[config.mk]
export PLATFORM = sky130hd
export DESIGN_NAME = display_mux_sched
export DESIGN_NICKNAME = d
export VERILOG_FILES = /design/src/rtl/display_pkg.sv /design/src/rtl/mux_dwell_timer.sv /design/src/rtl/display_mux_sched.sv
export SDC_FILE = /design/constraint.sdc
export NUM_CORES = 1
export LEC_CHECK = 0
export ABC_AREA = 1
export CORE_ASPECT_RATIO = 0.6
export CORE_UTILIZATION = 55
export CTS_CLUSTER_DIAMETER = 80
export CTS_CLUSTER_SIZE = 40
export DETAILED_ROUTE_END_ITERATION = 8
export PLACE_DENSITY = 0.78
export SYNTH_ARGS = -nofsm -noshare
export SYNTH_HDL_FRONTEND = slang
export SYNTH_SLANG_ARGS = --single-unit
export TNS_END_PERCENT = 10
[constraint.sdc]
create_clock -name clk -period 2 [get_ports clk]
set_clock_uncertainty 0.05 [all_clocks]
set_input_delay 0.3 -clock clk [delete_from_list [all_inputs] [get_ports clk]]
set_output_delay 0.3 -clock clk [all_outputs]
set_load 0.1 [all_outputs]
[src/rtl/display_pkg.sv]
// rtl/display_pkg.sv - shared types and constants for the display multiplexer
package display_pkg;

    typedef enum logic [1:0] {
        SHOW0 = 2'd0,
        GAP0  = 2'd1,
        SHOW1 = 2'd2,
        GAP1  = 2'd3
    } mux_state_t;

    // Any code >= 16 is rendered dark by the segment decoder.
    localparam logic [4:0] BLANK_CODE = 5'b11111;

endpackage

[src/rtl/mux_dwell_timer.sv]
// rtl/mux_dwell_timer.sv - up counter with programmable limit and terminal count
//
// Ports:
//   clk, reset   clock, asynchronous active-low reset
//   clear        synchronous clear to zero (state change or display forced dark)
//   limit        terminal value for the current phase
//   tc           high while the count equals limit
module mux_dwell_timer #(
    parameter int CW = 4
) (
    input  logic          clk,
    input  logic          reset,
    input  logic          clear,
    input  logic [CW-1:0] limit,
    output logic          tc
);

    logic [CW-1:0] cnt;

    assign tc = (cnt == limit);

    // Holding at the limit keeps the counter from wrapping even if the
    // owner were ever to skip the clear.
    always_ff @(posedge clk or negedge reset) begin
        if (!reset) begin
            cnt <= '0;
        end else if (clear) begin
            cnt <= '0;
        end else if (!tc) begin
            cnt <= cnt + 1'b1;
        end
    end

endmodule

[src/rtl/display_mux_sched.sv]
// rtl/display_mux_sched.sv - dual seven-segment time-multiplex scheduler
//
// Ports:
//   clk, reset            clock, asynchronous active-low reset
//   enable                1 = multiplex running, 0 = display forced dark
//   load_valid/ready      handshake for a new digit pair
//   first_in, second_in   digit codes (0-15 hex, bit4 set = blank)
//   seg_code              code to the shared segment decoder
//   anode_n               active-low digit enables (bit0 = digit 0)
//   frame_done            one-cycle pulse on the first cycle of SHOW0 (commit point)
module display_mux_sched
    import display_pkg::*;
#(
    parameter int DWELL_CYCLES = 24000,
    parameter int GAP_CYCLES   = 480
) (
    input  logic       clk,
    input  logic       reset,
    input  logic       enable,
    input  logic       load_valid,
    output logic       load_ready,
    input  logic [4:0] first_in,
    input  logic [4:0] second_in,
    output logic [4:0] seg_code,
    output logic [1:0] anode_n,
    output logic       frame_done
);

    localparam int MAX_CYCLES = (DWELL_CYCLES > GAP_CYCLES) ? DWELL_CYCLES : GAP_CYCLES;
    localparam int CW = $clog2(MAX_CYCLES + 1);
    localparam logic [CW-1:0] DWELL_LIMIT = CW'(DWELL_CYCLES - 1);
    localparam logic [CW-1:0] GAP_LIMIT   = CW'(GAP_CYCLES - 1);

    mux_state_t    state, state_next;
    logic          timer_clear;
    logic [CW-1:0] timer_limit;
    logic          timer_tc;
    logic          commit;
    logic          pending;
    logic [9:0]    shadow;
    logic [4:0]    disp0, disp1;
    logic          frame_done_q;
    logic          accept;

    mux_dwell_timer #(.CW(CW)) u_timer (
        .clk   (clk),
        .reset (reset),
        .clear (timer_clear),
        .limit (timer_limit),
        .tc    (timer_tc)
    );

    always_ff @(posedge clk or negedge reset) begin
        if (!reset) begin
            state <= GAP1;
        end else begin
            state <= state_next;
        end
    end

    // Disabling parks the FSM in GAP1 with the timer cleared, so restart
    // always begins with a full gap before digit 0 lights.
    always_comb begin
        state_next  = state;
        timer_clear = 1'b0;
        commit      = 1'b0;
        timer_limit = (state == SHOW0 || state == SHOW1) ? DWELL_LIMIT : GAP_LIMIT;
        if (!enable) begin
            state_next  = GAP1;
            timer_clear = 1'b1;
        end else if (timer_tc) begin
            timer_clear = 1'b1;
            case (state)
                SHOW0:   state_next = GAP0;
                GAP0:    state_next = SHOW1;
                SHOW1:   state_next = GAP1;
                default: begin
                    state_next = SHOW0;
                    commit     = 1'b1;
                end
            endcase
        end
    end

    assign load_ready = !pending;
    assign accept     = load_valid && !pending;

    // accept and a pending commit are mutually exclusive because ready is
    // low whenever a pair is waiting.
    always_ff @(posedge clk or negedge reset) begin
        if (!reset) begin
            pending      <= 1'b0;
            shadow       <= {BLANK_CODE, BLANK_CODE};
            disp0        <= BLANK_CODE;
            disp1        <= BLANK_CODE;
            frame_done_q <= 1'b0;
        end else begin
            frame_done_q <= commit;
            if (commit && pending) begin
                disp0   <= shadow[9:5];
                disp1   <= shadow[4:0];
                pending <= 1'b0;
            end else if (accept) begin
                shadow  <= {first_in, second_in};
                pending <= 1'b1;
            end
        end
    end

    assign frame_done = frame_done_q;

    always_comb begin
        anode_n  = 2'b11;
        seg_code = BLANK_CODE;
        case (state)
            SHOW0: begin
                anode_n  = 2'b10;
                seg_code = disp0;
            end
            SHOW1: begin
                anode_n  = 2'b01;
                seg_code = disp1;
            end
            default: begin
                anode_n  = 2'b11;
                seg_code = BLANK_CODE;
            end
        endcase
    end

endmodule
==> results.cfg <==
[drt]
drt-wirelength-per-cell_um = 15.4
drc = 0
vias_after_detailed_routing = 1614
drt-total-wl_mm = 4.55
drt-vias-per-instance = 5.47
drt_iter0_drc = 156
number_of_nets_with_antenna_violations_after_detailed_routing = 0
detail_route.first_pass.iterations = 4

[floorplan]
fp.dieH_um = 49.0
dieWidth_um = 80.3
start_util = 0.598
floorplan_core_area_mm2 = 0.00338
design.portCount = 23
die_area_mm2 = 0.00393
row_count = 16

[finish]
final_common_cell = sky130_fd_sc_hd__nand2_1
layout-drive-gt1-share = 0.364
n_fill_cell = 224
diodes = 0
fin_area_mm2 = 0.00263
mostFrequentLayoutCells = sky130_fd_sc_hd__nand2_1, sky130_fd_sc_hd__dfstp_2, sky130_fd_sc_hd__dfrtp_1, sky130_fd_sc_hd__nor2_1, sky130_fd_sc_hd__inv_1
area_delta_synth_final_pct = 29.9
postLayoutCoreUtil = 0.777
layout.nets = 267

[synth]
netlist_area_mm2 = 0.00202
ys_top_cells_by_area = sky130_fd_sc_hd__dfstp_2, sky130_fd_sc_hd__dfrtp_1, sky130_fd_sc_hd__nand2_1
yosysWarnings = 0
ys_types = 29
netlist_instances = 216
synth.top_cell.area_share = 0.286
synthDominantAreaCellType = sky130_fd_sc_hd__dfstp_2
synth_nets = 234
ys_ff_latch = 39
synth_seq_area_share = 0.496
synthesis.area_per_instance_um2 = 9.37

[job]
timing.max_cap.violations = 0

[clock_network]
cts.path.max_buffers = 2
tritoncts = yes
cts_inserted_buffers = 5
cts_max_level = 2
cts.root.buffer_cell = sky130_fd_sc_hd__clkbuf_8
holdBufCountCts = 0
sinks_on_clock_net = 39
clock_slew_at_the_register_clock_pins_of_the_worst_setup_and_hold_paths_ps = 80
clk_latency_ps = 300

[worst_setup_path]
criticalPathCategory = register to output port
worstPathMaxFanout = 6
critPathCaptureType = output port
cp-start-kind = register
worstPathArrival_ps = 1610
cp_data_required_time_ps = 1650

[timing]
number_of_setup_violations_in_the_final_report = 0
drv_slew = 0
fmax_ghz = 0.510
layout_worst_path_cycle_share = 0.980
hold_viol_final = 0
shortest_period_the_worst_path_allows_ps = 1960
grt_setup_unrepaired = yes
slew-limit-headroom = 0.681
max_slew.worst_pin.slew_ps = 479

[placed_design]
routabilityCongestion = 0.897
detailed_place.area_mm2 = 0.00245
io_buffers = 22
post-dp-hpwl_mm = 3.46

[global_route]
gr-usage-met3 = 0.0748
grt_usage = 0.261
met1_usage = 0.397
overflow = 0
grt_antenna_before_repair = 0
groute.layer.met2.usage = 0.370
grt_start_max_net_pins = 40
grt_pass1_wl_mm = 7.50
grt-busiest-layer = met1
grt_pass1_vias = 1531

[power]
power_density_over_cell_area_mw_per_mm2 = 595
maximum_vdd_drop_v = 0.000497
power_leakage_nw = 1.10

[outcome]
outcome = completed

[hold_path]
hold_class = input pin to asynchronous set/reset pin
Yosys cell counts:
master	n
sky130_fd_sc_hd__inv_1	17
sky130_fd_sc_hd__nand3b_1	1
sky130_fd_sc_hd__nand3_1	16
sky130_fd_sc_hd__nor4_1	1
sky130_fd_sc_hd__dfrtp_1	17
sky130_fd_sc_hd__a21oi_1	4
sky130_fd_sc_hd__inv_2	2
sky130_fd_sc_hd__nor3_4	1
sky130_fd_sc_hd__nor3_1	6
sky130_fd_sc_hd__nand2_2	1
sky130_fd_sc_hd__nor2_4	2
sky130_fd_sc_hd__ha_1	4
sky130_fd_sc_hd__nand3_2	1
sky130_fd_sc_hd__dfstp_2	22
sky130_fd_sc_hd__buf_6	2
sky130_fd_sc_hd__nand4_1	13
sky130_fd_sc_hd__nand3_4	1
sky130_fd_sc_hd__nand2_1	55
sky130_fd_sc_hd__nor2_1	15
sky130_fd_sc_hd__clkinv_2	1
sky130_fd_sc_hd__nor2_2	9
sky130_fd_sc_hd__nor3_2	1
sky130_fd_sc_hd__nand2_4	2
sky130_fd_sc_hd__buf_12	1
sky130_fd_sc_hd__nand4_2	1
sky130_fd_sc_hd__mux2_2	10
sky130_fd_sc_hd__buf_2	2
sky130_fd_sc_hd__xor2_1	7
sky130_fd_sc_hd__o21ai_0	1
sequential cells by signal (all words and copies together) (netlist names):
register and count:
shadow 10, pending 1, u_timer.cnt 15, disp0 5
disp1 5, state 2, frame_done 1
power by group:
| part | total (W) | leakage [nW] | switching (W) | internal, W |
|---|---|---|---|---|
| logic | 0.0000893 | 0.582 | 0.0000437 | 0.0000456 |
| registers | 0.000844 | 0.458 | 0.0000188 | 0.000825 |
| clock network | 0.000631 | 0.0569 | 0.000303 | 0.000328 |
| total | 0.00156 | 1.10 | 0.000365 | 0.00120 |
cell type report:
| cell class | instances | area, um^2 | share of cell area |
|---|---|---|---|
| clock buffer | 6 | 93.8 | 0.0357 |
| clock inverter | 2 | 17.5 | 0.00667 |
| inverter | 20 | 83.8 | 0.0319 |
| multi-input combinational | 152 | 995 | 0.379 |
| sequential | 39 | 1000 | 0.382 |
| tap | 45 | 56.3 | 0.0214 |
| timing repair buffer | 31 | 378 | 0.144 |
worst max-delay path, stage by stage (launching register included):
cell and delay (ps):
sky130_fd_sc_hd__dfstp_2 590, sky130_fd_sc_hd__inv_2 50, sky130_fd_sc_hd__ha_4 180, sky130_fd_sc_hd__clkinvlp_4 130, sky130_fd_sc_hd__nand2_8 100, sky130_fd_sc_hd__nand3_4 80, sky130_fd_sc_hd__buf_12 170
through the flow:
stage	cells	setup WS, ps	hold WS [ps]	power [W]	TNS, ps
3_3_place_gp	283	293	412	0.000940	0
2_1_floorplan	216	-155	-45.6	0.000887	-776
5_1_grt	295	-16.1	400	0.00163	-21.5
6_report	295	40.9	362	0.00156	0
4_1_cts	292	-6.19	378	0.00158	-6.19
3_5_place_dp	283	256	410	0.000947	0
kinds of logic after synthesis:
family	share of synthesized area
mux	0.0557
buf+inv	0.0637
simple gates	0.317
xor+xnor	0.0303
fa+ha+maj	0.0247
compound gates	0.0124
flops	0.496
final timing paths:
path                                              end  slack, ps  cells past startpoint                        from
setup / recovery                          seg_code[0]         40                      6        state[1]$_DFFE_PN1P_
hold / removal             u_timer.cnt[9]$_DFFE_PN0P_        360                      2                       reset
setup reg to reg                 disp0[4]$_DFFE_PN1P_        190                      7  u_timer.cnt[0]$_DFFE_PN0P_
hold reg to reg                  disp1[0]$_DFFE_PN1P_        420                      2        disp1[0]$_DFFE_PN1P_
max in group asynchronous        disp0[0]$_DFFE_PN1P_       1160                      2                       reset
min in group clk                 disp1[0]$_DFFE_PN1P_        420                      2        disp1[0]$_DFFE_PN1P_
what timing repair did:
action	CTS	global route
resized for setup	1	2
buffers inserted	1	3
cloned	0	0
pin swaps	6	1
endpoints found under the setup margin	5	5
hold endpoints to repair	0	0
routing by layer:
| layer | share of wire | up-vias |
|---|---|---|
| li1 | - | 776 |
| met1 | 0.48 | 770 |
| met4 | 0.0059 | 0 |
| met2 | 0.44 | 65 |
| met5 | 0 | - |
| met3 | 0.078 | 3 |
Note: power is estimated with default switching activity, not from simulation.
